**src/rtl/btn_debounce_pkg.sv**
```systemverilog
// Shared types, default parameter values and sizing helpers for the button debouncer.
// Optional auto-repeat is selected with the BTN_DEBOUNCE_AUTOREPEAT_EN macro.
package btn_debounce_pkg;

   typedef enum logic [1:0] {
      IDLE_LOW  = 2'd0,
      WAIT_HIGH = 2'd1,
      IDLE_HIGH = 2'd2,
      WAIT_LOW  = 2'd3
   } btn_state_e;

   localparam int DEF_NUM_IN          = 3;
   localparam int DEF_SYNC_STAGES     = 2;
   localparam int DEF_DEBOUNCE_CYCLES = 10000;
   localparam int DEF_REPEAT_DELAY    = 500000;
   localparam int DEF_REPEAT_PERIOD   = 100000;

   // Bits needed to hold values 0..max_val inclusive.
   function automatic int cnt_width(input int max_val);
      return $clog2(max_val + 1);
   endfunction

   function automatic int max_int(input int a, input int b);
      return (a > b) ? a : b;
   endfunction

endpackage

```
**src/rtl/btn_debounce_chan.sv**
```systemverilog
// One channel: synchroniser, debounce FSM, registered level and strobes; level moves SYNC_STAGES+DEBOUNCE_CYCLES clocks after a clean edge.
// No backpressure: strobes are single-cycle and never held; auto-repeat on btn_rise when BTN_DEBOUNCE_AUTOREPEAT_EN is defined.
module btn_debounce_chan
   import btn_debounce_pkg::*;
#(
   parameter int SYNC_STAGES     = DEF_SYNC_STAGES,
   parameter int DEBOUNCE_CYCLES = DEF_DEBOUNCE_CYCLES
`ifdef BTN_DEBOUNCE_AUTOREPEAT_EN
   ,
   parameter int REPEAT_DELAY    = DEF_REPEAT_DELAY,
   parameter int REPEAT_PERIOD   = DEF_REPEAT_PERIOD
`endif
) (
   input  logic clk,
   input  logic reset_n,
   input  logic btn_raw,
   output logic btn_level,
   output logic btn_rise,
   output logic btn_fall
);

   localparam int CNT_W = cnt_width(DEBOUNCE_CYCLES);
   localparam logic [CNT_W-1:0] CNT_ONE  = CNT_W'(1);
   localparam logic [CNT_W-1:0] CNT_LAST = CNT_W'(DEBOUNCE_CYCLES - 1);

   logic [SYNC_STAGES-1:0] sync_q, sync_d;
   btn_state_e             state_q, state_d;
   logic [CNT_W-1:0]       cnt_q, cnt_d;
   logic                   level_q, level_d;
   logic                   rise_q, rise_d;
   logic                   fall_q, fall_d;
   logic                   s;
   logic                   rpt_fire;

   assign sync_d = {sync_q[SYNC_STAGES-2:0], btn_raw};
   assign s      = sync_q[SYNC_STAGES-1];

`ifdef BTN_DEBOUNCE_AUTOREPEAT_EN
   localparam int RPT_W = cnt_width(max_int(REPEAT_DELAY, REPEAT_PERIOD));
   localparam logic [RPT_W-1:0] RPT_ONE        = RPT_W'(1);
   localparam logic [RPT_W-1:0] RPT_DELAY_LAST = RPT_W'(REPEAT_DELAY - 1);
   localparam logic [RPT_W-1:0] RPT_PER_LAST   = RPT_W'(REPEAT_PERIOD - 1);

   logic [RPT_W-1:0] rpt_cnt_q, rpt_cnt_d;
   // Set once the first repeat has fired; later repeats use the shorter period.
   logic             rpt_arm_q, rpt_arm_d;

   always_ff @(posedge clk or negedge reset_n) begin
      if (!reset_n) begin
         rpt_cnt_q <= '0;
         rpt_arm_q <= 1'b0;
      end else begin
         rpt_cnt_q <= rpt_cnt_d;
         rpt_arm_q <= rpt_arm_d;
      end
   end

   always_comb begin
      rpt_cnt_d = '0;
      rpt_arm_d = 1'b0;
      rpt_fire  = 1'b0;
      if (state_q == IDLE_HIGH && s) begin
         rpt_arm_d = rpt_arm_q;
         if (rpt_cnt_q == (rpt_arm_q ? RPT_PER_LAST : RPT_DELAY_LAST)) begin
            rpt_fire  = 1'b1;
            rpt_arm_d = 1'b1;
            rpt_cnt_d = '0;
         end else begin
            rpt_cnt_d = rpt_cnt_q + RPT_ONE;
         end
      end
   end
`else
   assign rpt_fire = 1'b0;
`endif

   always_ff @(posedge clk or negedge reset_n) begin
      if (!reset_n) begin
         sync_q  <= '0;
         state_q <= IDLE_LOW;
         cnt_q   <= '0;
         level_q <= 1'b0;
         rise_q  <= 1'b0;
         fall_q  <= 1'b0;
      end else begin
         sync_q  <= sync_d;
         state_q <= state_d;
         cnt_q   <= cnt_d;
         level_q <= level_d;
         rise_q  <= rise_d;
         fall_q  <= fall_d;
      end
   end

   always_comb begin
      state_d = state_q;
      cnt_d   = cnt_q;
      level_d = level_q;
      rise_d  = 1'b0;
      fall_d  = 1'b0;
      unique case (state_q)
         IDLE_LOW: begin
            if (s) begin
               state_d = WAIT_HIGH;
               cnt_d   = CNT_ONE;
            end
         end
         WAIT_HIGH: begin
            if (!s) begin
               state_d = IDLE_LOW;
               cnt_d   = '0;
            end else if (cnt_q == CNT_LAST) begin
               state_d = IDLE_HIGH;
               cnt_d   = '0;
               level_d = 1'b1;
               rise_d  = 1'b1;
            end else begin
               cnt_d = cnt_q + CNT_ONE;
            end
         end
         IDLE_HIGH: begin
            if (!s) begin
               state_d = WAIT_LOW;
               cnt_d   = CNT_ONE;
            end else begin
               rise_d = rpt_fire;
            end
         end
         WAIT_LOW: begin
            if (s) begin
               state_d = IDLE_HIGH;
               cnt_d   = '0;
            end else if (cnt_q == CNT_LAST) begin
               state_d = IDLE_LOW;
               cnt_d   = '0;
               level_d = 1'b0;
               fall_d  = 1'b1;
            end else begin
               cnt_d = cnt_q + CNT_ONE;
            end
         end
         default: begin
            state_d = IDLE_LOW;
            cnt_d   = '0;
         end
      endcase
   end

   assign btn_level = level_q;
   assign btn_rise  = rise_q;
   assign btn_fall  = fall_q;

endmodule

```
**src/rtl/btn_debounce.sv**
```systemverilog
// Debounces NUM_IN raw board inputs; latency SYNC_STAGES+DEBOUNCE_CYCLES clocks from clean edge to level/strobe.
// No backpressure; BTN_DEBOUNCE_AUTOREPEAT_EN adds held-button auto-repeat on btn_rise.
module btn_debounce
   import btn_debounce_pkg::*;
#(
   parameter int NUM_IN          = DEF_NUM_IN,
   parameter int SYNC_STAGES     = DEF_SYNC_STAGES,
   parameter int DEBOUNCE_CYCLES = DEF_DEBOUNCE_CYCLES
`ifdef BTN_DEBOUNCE_AUTOREPEAT_EN
   ,
   parameter int REPEAT_DELAY    = DEF_REPEAT_DELAY,
   parameter int REPEAT_PERIOD   = DEF_REPEAT_PERIOD
`endif
) (
   input  logic              clk,
   input  logic              reset_n,
   input  logic [NUM_IN-1:0] btn_raw,
   output logic [NUM_IN-1:0] btn_level,
   output logic [NUM_IN-1:0] btn_rise,
   output logic [NUM_IN-1:0] btn_fall
);

   for (genvar i = 0; i < NUM_IN; i++) begin : g_chan
      btn_debounce_chan #(
         .SYNC_STAGES     (SYNC_STAGES),
         .DEBOUNCE_CYCLES (DEBOUNCE_CYCLES)
`ifdef BTN_DEBOUNCE_AUTOREPEAT_EN
         ,
         .REPEAT_DELAY    (REPEAT_DELAY),
         .REPEAT_PERIOD   (REPEAT_PERIOD)
`endif
      ) u_chan (
         .clk       (clk),
         .reset_n   (reset_n),
         .btn_raw   (btn_raw[i]),
         .btn_level (btn_level[i]),
         .btn_rise  (btn_rise[i]),
         .btn_fall  (btn_fall[i])
      );
   end

endmodule
```
**config.mk**
```make
export PLATFORM = sky130hd
export DESIGN_NAME = btn_debounce
export DESIGN_NICKNAME = d
export VERILOG_FILES = /design/src/rtl/btn_debounce_pkg.sv /design/src/rtl/btn_debounce_chan.sv /design/src/rtl/btn_debounce.sv
export SDC_FILE = /design/constraint.sdc
export NUM_CORES = 1
export LEC_CHECK = 0
export CAP_MARGIN = 5
export CORE_AREA = 2 2 91 93
export DETAILED_ROUTE_END_ITERATION = 12
export DIE_AREA = 0 0 93 95
export PLACE_DENSITY = 0.61
export SYNTH_ARGS = -nofsm -noshare
export SYNTH_HDL_FRONTEND = slang
export SYNTH_SLANG_ARGS = --single-unit
```
**constraint.sdc**
```tcl
create_clock -name clk -period 6.1 [get_ports clk]
set_input_delay 1.22 -clock clk [delete_from_list [all_inputs] [get_ports clk]]
set_output_delay 1.22 -clock clk [all_outputs]
set_load 0.01 [all_outputs]
```
==> metrics.csv, run 1 <==
stage,metric,value,unit
finish,layout-drive-gt1-share,0.112,
placed_design,dpl.hpwl,4.26,mm
clock_network,cts_setup_buffers,0,
drt,via_per_inst,5.78,
floorplan,die_h,95,um
setup_path,worstPathArrival,2800,ps
yosys,ys_ff_latch,63,
finish,fillers,756,
timing,tns,0,ps
timing,drv_slew,0,
global_routing,antenna_found_initial,0,
timing,rsz0062_at_grt,no,
clock_network,cts_buffers,9,
setup_path,start_kind,register,
setup_path,worstPathCellList,"or4_4, nor4_4, nand2_1, mux2_2",
floorplan,std_cell_rows,33,
run,drv_cap,0,
min_path,hold_class,reg -> reg,
setup_path,cp_num_buf_inv,0,
clock_network,cts_hold_buf,0,
timing,max_freq,389,MHz
drt,routed_wl,6.49,mm
global_routing,grt_pass1_vias,2563,
drt,dr.pass1.iters,4,
setup_path,max_stage_delay,950,ps
global_routing,grt_max_degree,64,
floorplan,dieWidth,93,um
yosys,ys_seq_area_frac,0.453,
floorplan,core_area,0.00793,mm^2
setup_path,crit_family,simple AND/OR/NAND/NOR gates,
finish,final_common_cell,dfrtp_1,
yosys,yosys.cell_types.count,50,
setup_path,crit_type,reg -> reg,
timing,holdWs,347,ps
timing,worst_pin_slew,1110,ps
drt,wl_met1,3.29,mm
finish,finish.utilization,0.478,
placed_design,port_buffers,13,
yosys,synth_top_area_share,0.453,
floorplan,pin_count,14,
yosys,synth_cells,344,
timing,clock_skew,14.9,ps
yosys,synthTopCellsByArea,"dfrtp_1 45%, o21a_1 3.9%, o311ai_0 3.3%",
setup_path,cp-end-kind,register,
clock_network,cts.sinks,63,
setup_path,worstPathRequired,6320,ps
finish,diodes,0,
clock_network,clock_path_buffers,2,
clock_network,clkLatencyLatePin,340,ps
finish,mostFrequentLayoutCells,"63 x dfrtp_1, 29 x nand2_1, 18 x nand3_1, 18 x o21a_1, 18 x nor3_1",
yosys,synth_warnings,0,
pwr,power.total,0.892,mW
pwr,peakVddDrop,0.156,mV
drt,drcViolationCount,0,
drt,ant_nets,0,
floorplan,dieArea,0.00884,mm^2
setup_path,crit_slowest_cell,nor4_4,
global_routing,grt_util_all_layers,0.166,
finish,area_delta_synth_final,8.99,%
pwr,power_leakage,1.46,nW
drt,highest_layer,met4,
timing,hold_violations,0,
placed_design,place_congestion,0.837,
yosys,synth.avg_cell_area,10.1,um^2
clock_network,cts-resized-gates,0,
timing,slew_headroom,0.257,
drt,wire_per_inst,14.3,um
clock_network,path_clk_slew,70,ps
global_routing,overflow,0,
setup_path,path_max_fanout,25,
floorplan,start_util,0.439,
outcome,status,finished clean,
yosys,synth_nets,355,
drt,wl_met3,154,um
drt,via_count,2624,
drt,wl_met2,2.99,mm
drt,drt_iter0_drc,97,
yosys,yosys.area.top_type,dfrtp_1,
clock_network,cts.htree.levels,3,
global_routing,grt_pass1_wl,11.7,mm
timing,fin_crit,2570,ps
clock_network,cts_root_buf,clkbuf_8,
yosys,synthesis.area,0.00348,mm^2
finish,nets,355,
timing,setup_violations,0,
pwr,p_per_area,235,mW/mm^2
clock_network,cts_tree,built,
timing,fin_crit_sh,0.422,
## Yosys cell counts (all sizes together)
library cell,count
o22a,8
or2,4
a31o,2
a221o,1
o2bb2a,1
nor2b,6
nand4bb,1
and3,5
or4bb,2
a311oi,1
or4,2
a21bo,2
o21ai,3
o31a,2
nand3b,2
a21oi,2
inv,10
nor4b,3
xor2,3
o41ai,1
nor4,19
nor3b,13
a31oi,1
nand3,19
mux2,2
and4,2
nor2,14
nand2,30
a22oi,2
nand4,6
buf,17
a211oi,3
ha,6
or3,3
clkbuf,9
nor3,18
o311ai,14
a22o,10
o31ai,9
dfrtp,63
o21a,18
and2,5
## state kept, by name (all words and copies together) (netlist names), named ones only
register / cells
g_chan.u_chan.btn_level: 3
g_chan.u_chan.cnt_q: 42
g_chan.u_chan.sync_q: 6
g_chan.u_chan.btn_rise: 3
g_chan.u_chan.btn_fall: 3
g_chan.u_chan.state_q: 3
## kinds of logic (layout without fill, tap and decap cells)
kind of cell | count (synthesis) | count (layout) | synth area share
adder cells (fa/ha/maj) | 6 | 6 | 0.0216
AND/OR/NAND/NOR | 154 | 154 | 0.266
flip-flops | 63 | 63 | 0.453
XOR/XNOR | 3 | 3 | 0.00755
AO/OA/AOI/OAI | 80 | 80 | 0.187
buffers and inverters | 36 | 41 | 0.0583
multiplexers | 2 | 2 | 0.00647
## final timing paths
check                                                 startpoint                                     to  slack, ps  cells past startpoint
setup / recovery           g_chan[0].u_chan.cnt_q[7]$_DFFE_PN0P_                               register       3530                      4
hold / removal              g_chan[0].u_chan.sync_q[0]$_DFF_PN0_   g_chan[0].u_chan.sync_q[1]$_DFF_PN0_        350                      0
max in group asynchronous                                reset_n  g_chan[0].u_chan.cnt_q[6]$_DFFE_PN0P_       4520                      2
setup reg to reg           g_chan[0].u_chan.cnt_q[7]$_DFFE_PN0P_                               register       3530                      4
min in group asynchronous                                reset_n  g_chan[0].u_chan.cnt_q[8]$_DFFE_PN0P_       1030                      2
hold reg to reg             g_chan[0].u_chan.sync_q[0]$_DFF_PN0_   g_chan[0].u_chan.sync_q[1]$_DFF_PN0_        350                      0
## routing by layer
layer,GRT usage,vias to the layer above
li1,-,1311
met1,0.224,1286
met2,0.260,22
met3,0.0415,5
met4,0.0588,0
met5,0,-
## where the power goes
part,internal (mW),switching [mW]
Clock,0.201,0.172
Combinational,0.0253,0.0346
Sequential,0.435,0.0244
Total,0.662,0.231
## layout make-up
cell class              count  area [um^2]  share of cell area
well taps                 105          131              0.0346
clock inverters             6         68.8              0.0181
flip-flops and latches     63         1580               0.416
inverters                  10         37.5             0.00990
clock buffers              10          138              0.0363
repair buffers             15          140              0.0370
multi-input cells         245         1700               0.448
## through the flow
stage,worst slack [ps],cell area (um^2),std cells
3_3_place_gp,3530,3590,438
4_1_cts,3500,3790,454
3_5_place_dp,3520,3590,438
6_report,3530,3790,454
2_1_floorplan,4140,3480,344
5_1_grt,3310,3790,454
## worst reg2reg max path: cells and delay by family, from the launching register on
family,cells,cell delay [ps]
flip-flops,1,420
multiplexers,1,320
AND/OR/NAND/NOR,3,1730
Power figures use the tool's default switching activity.
==> run 2: changes to the inputs <==
Clock period 6.1 ns to 2.55 ns, I/O delays scaled along.
==> run 2 against run 1 <==
Compared with the run above: wire length is 3.3% higher; sequential power grew 140%; utilization grew 0.69 points; combinational power increased to 2.5 times the previous value; worst hold slack lost 180 ps; highest routed layer unchanged.
==> metrics.csv, run 2 (same netlist as run 1, synthesis figures left out) <==
stage,metric,value,unit,change
drt,ant_nets,0,,unchanged
drt,routed_wl,6.71,mm,+3.3%
global_routing,grt_util_all_layers,0.167,,+0.000939
floorplan,dieWidth,93,um,unchanged
placed_design,dpl-instance-area,0.00365,mm^2,+1.8%
pwr,power_frac_clock,0.413,,-0.005
global_routing,grt_pass1_wl,11.7,mm,about the same
clock_network,clock_path_buffers,2,,unchanged
timing,fin_crit_sh,0.856,,+0.434
pwr,p_per_area,553,mW/mm^2,+130%
clock_network,cts_hold_buf,0,,unchanged
timing,worst_pin_slew,690,ps,-417 ps
setup_path,cp-end-kind,register,,
floorplan,start_util,0.439,,unchanged
clock_network,cts_root_buf,clkbuf_8,,
outcome,status,finished clean,,
timing,drv_slew,0,,unchanged
clock_network,cts_buffers,9,,unchanged
setup_path,r2r_cells,5,,+1
drt,via_count,2645,,+0.80%
global_routing,overflow,0,,unchanged
finish,reg.largest.list,"g_chan.u_chan.cnt_q (42), g_chan.u_chan.sync_q (6)",,
placed_design,port_buffers,13,,unchanged
finish,largest_register_ffs,42,,unchanged
drt,drt_iter0_drc,93,,-4.1%
pwr,pwr-share-comb,0.071,,+0.004
clock_network,cts-resized-gates,0,,unchanged
setup_path,r2r-start,g_chan[0].u_chan.cnt_q[7]$_DFFE_PN0P_,,
pwr,seqPwrFrac,0.516,,about the same
clock_network,cts.sinks,63,,unchanged
finish,register_area,0.00158,mm^2,unchanged
finish,area_delta_synth_final,10.6,%,
floorplan,std_cell_rows,33,,unchanged
pwr,power.total,2.13,mW,+140%
pwr,netSwitchingPower,0.568,mW,+150%
setup_path,start_kind,register,,
setup_path,regToRegSetupSlack,370,ps,-3160 ps
placed_design,dpl.hpwl,4.46,mm,+4.9%
global_routing,grt_pass1_vias,2490,,-2.8%
setup_path,path_max_fanout,11,,-56%
finish,mostFrequentLayoutCells,"63 x dfrtp_1, 29 x nand2_1, 18 x nand3_1, 18 x o21a_1, 18 x nor3_1",,
finish,fillers,745,,-1.5%
clock_network,cts_tree,built,,
floorplan,pin_count,14,,unchanged
finish,stdcell_area,0.00385,mm^2,+1.5%
setup_path,crit_family,simple AND/OR/NAND/NOR gates,,
finish,largest-register,g_chan.u_chan.cnt_q,,
global_routing,antenna_found_initial,0,,unchanged
pwr,power_leakage,1.50,nW,+3.1%
floorplan,dieArea,0.00884,mm^2,unchanged
finish,diodes,0,,unchanged
floorplan,core_area,0.00793,mm^2,unchanged
clock_network,cts.htree.levels,3,,unchanged
setup_path,max_stage_delay,560,ps,-390 ps
timing,fin_crit,2180,ps,-391 ps
drt,wire_per_inst,14.6,um,+1.8%
timing,setup_ws,367,ps,-3160 ps
clock_network,path_clk_slew,80,ps,about the same
drt,dr.pass1.iters,4,,unchanged
timing,max_freq,458,MHz,+18%
timing,setup_violations,0,,unchanged
pwr,swShare,0.267,,+0.00818
drt,via_per_inst,5.74,,-0.73%
setup_path,worstPathCellList,"or4_4, nor4_4, buf_4, nand2_1, mux2_2",,
setup_path,worstPathRequired,2780,ps,-3540 ps
global_routing,grt_max_degree,64,,unchanged
finish,finish.utilization,0.485,,+0.00694
setup_path,worstPathArrival,2410,ps,-390 ps
placed_design,place_congestion,0.820,,-2.0%
clock_network,cts_setup_buffers,0,,unchanged
run,drv_cap,0,,unchanged
finish,layout-drive-gt1-share,0.129,,+0.0175
timing,tns,0,ps,unchanged
setup_path,crit_slowest_cell,or4_4,,
drt,drcViolationCount,0,,unchanged
placed_design,post-place-ws,364,ps,-3160 ps
setup_path,crit_type,reg -> reg,,
clock_network,clkLatencyLatePin,340,ps,about the same
timing,hold_violations,0,,unchanged
timing,slew_headroom,0.539,,+0.282
finish,final_common_cell,dfrtp_1,,
timing,clock_skew,7.05,ps,-7.85 ps
finish,nets,362,,+2.0%
floorplan,die_h,95,um,unchanged
pwr,internal_power,1.56,mW,+140%
setup_path,cp_num_buf_inv,1,,+1
pwr,peakVddDrop,0.336,mV,+120%
finish,multi_input_area,0.00170,mm^2,unchanged
timing,rsz0062_at_grt,no,,
min_path,hold_class,in -> async,,
[run 2: cell types whose count changed in the layout (fill, tap and decap cells not counted), sizes merged]
| cell | previous run | this run |
|---|---|---|
| buf | 3 | 10 |
| clkinv | 0 | 3 |
| clkinvlp | 4 | 2 |
| clkbuf | 10 | 9 |
[run 2: stage by stage]
| stage | instances | hold WS (ps) |
|---|---|---|
| finish | 461 | 163 |
| global route | 461 | 197 |
| CTS | 461 | 180 |
| detailed placement | 445 | 336 |
| global placement | 445 | 332 |
| floorplan | 344 | 214 |
[run 2: worst register-to-register path: cells and delay by family (launching register included)]
| family | cells | cell delay, ps |
|---|---|---|
| buf+inv | 1 | 260 |
| flops | 1 | 420 |
| mux | 1 | 280 |
| simple gates | 3 | 1120 |
[run 2: cell type report]
type                            instances  area share
Clock buffer                            9      0.0322
Clock inverter                          7      0.0189
Sequential cell                        63       0.410
Inverter                               10     0.00976
Tap cell                              105      0.0341
Multi-Input combinational cell        245       0.442
Timing Repair Buffer                   22      0.0533
[run 2: routing by layer]
layer | global-route usage | wire [um] | part of all wire | vias up
li1 | - | - | - | 1317
met1 | 0.234 | 3400 | 0.51 | 1295
met2 | 0.253 | 3040 | 0.45 | 27
met3 | 0.0407 | 199 | 0.030 | 6
met4 | 0.0588 | 79 | 0.012 | 0
met5 | 0 | 0 | 0 | -
[run 2: how the worst max path moves through the flow]
stage | startpoint | end | slack, ps | depth (start not counted)
after floorplan | g_chan[2].u_chan.cnt_q[7]$_DFFE_PN0P_ | g_chan[2].u_chan.cnt_q[1]$_DFFE_PN0P_ | 590 | 5
after global placement | g_chan[0].u_chan.cnt_q[7]$_DFFE_PN0P_ | register | 410 | 5
after detailed placement | g_chan[0].u_chan.cnt_q[7]$_DFFE_PN0P_ | register | 360 | 5
after CTS | g_chan[0].u_chan.cnt_q[7]$_DFFE_PN0P_ | register | 360 | 5
after global routing | g_chan[0].u_chan.cnt_q[7]$_DFFE_PN0P_ | register | 230 | 5
final | g_chan[0].u_chan.cnt_q[7]$_DFFE_PN0P_ | register | 370 | 5
[run 2: power by group through the flow]
stage | Clock (mW) | Sequential, mW | Combinational [mW]
finish | 0.879 | 1.10 | 0.150
global route | 0.957 | 1.11 | 0.174
CTS | 0.908 | 1.10 | 0.154
detailed placement | 0 | 1.12 | 0.152
global placement | 0 | 1.12 | 0.149
floorplan | 0 | 1.10 | 0.106
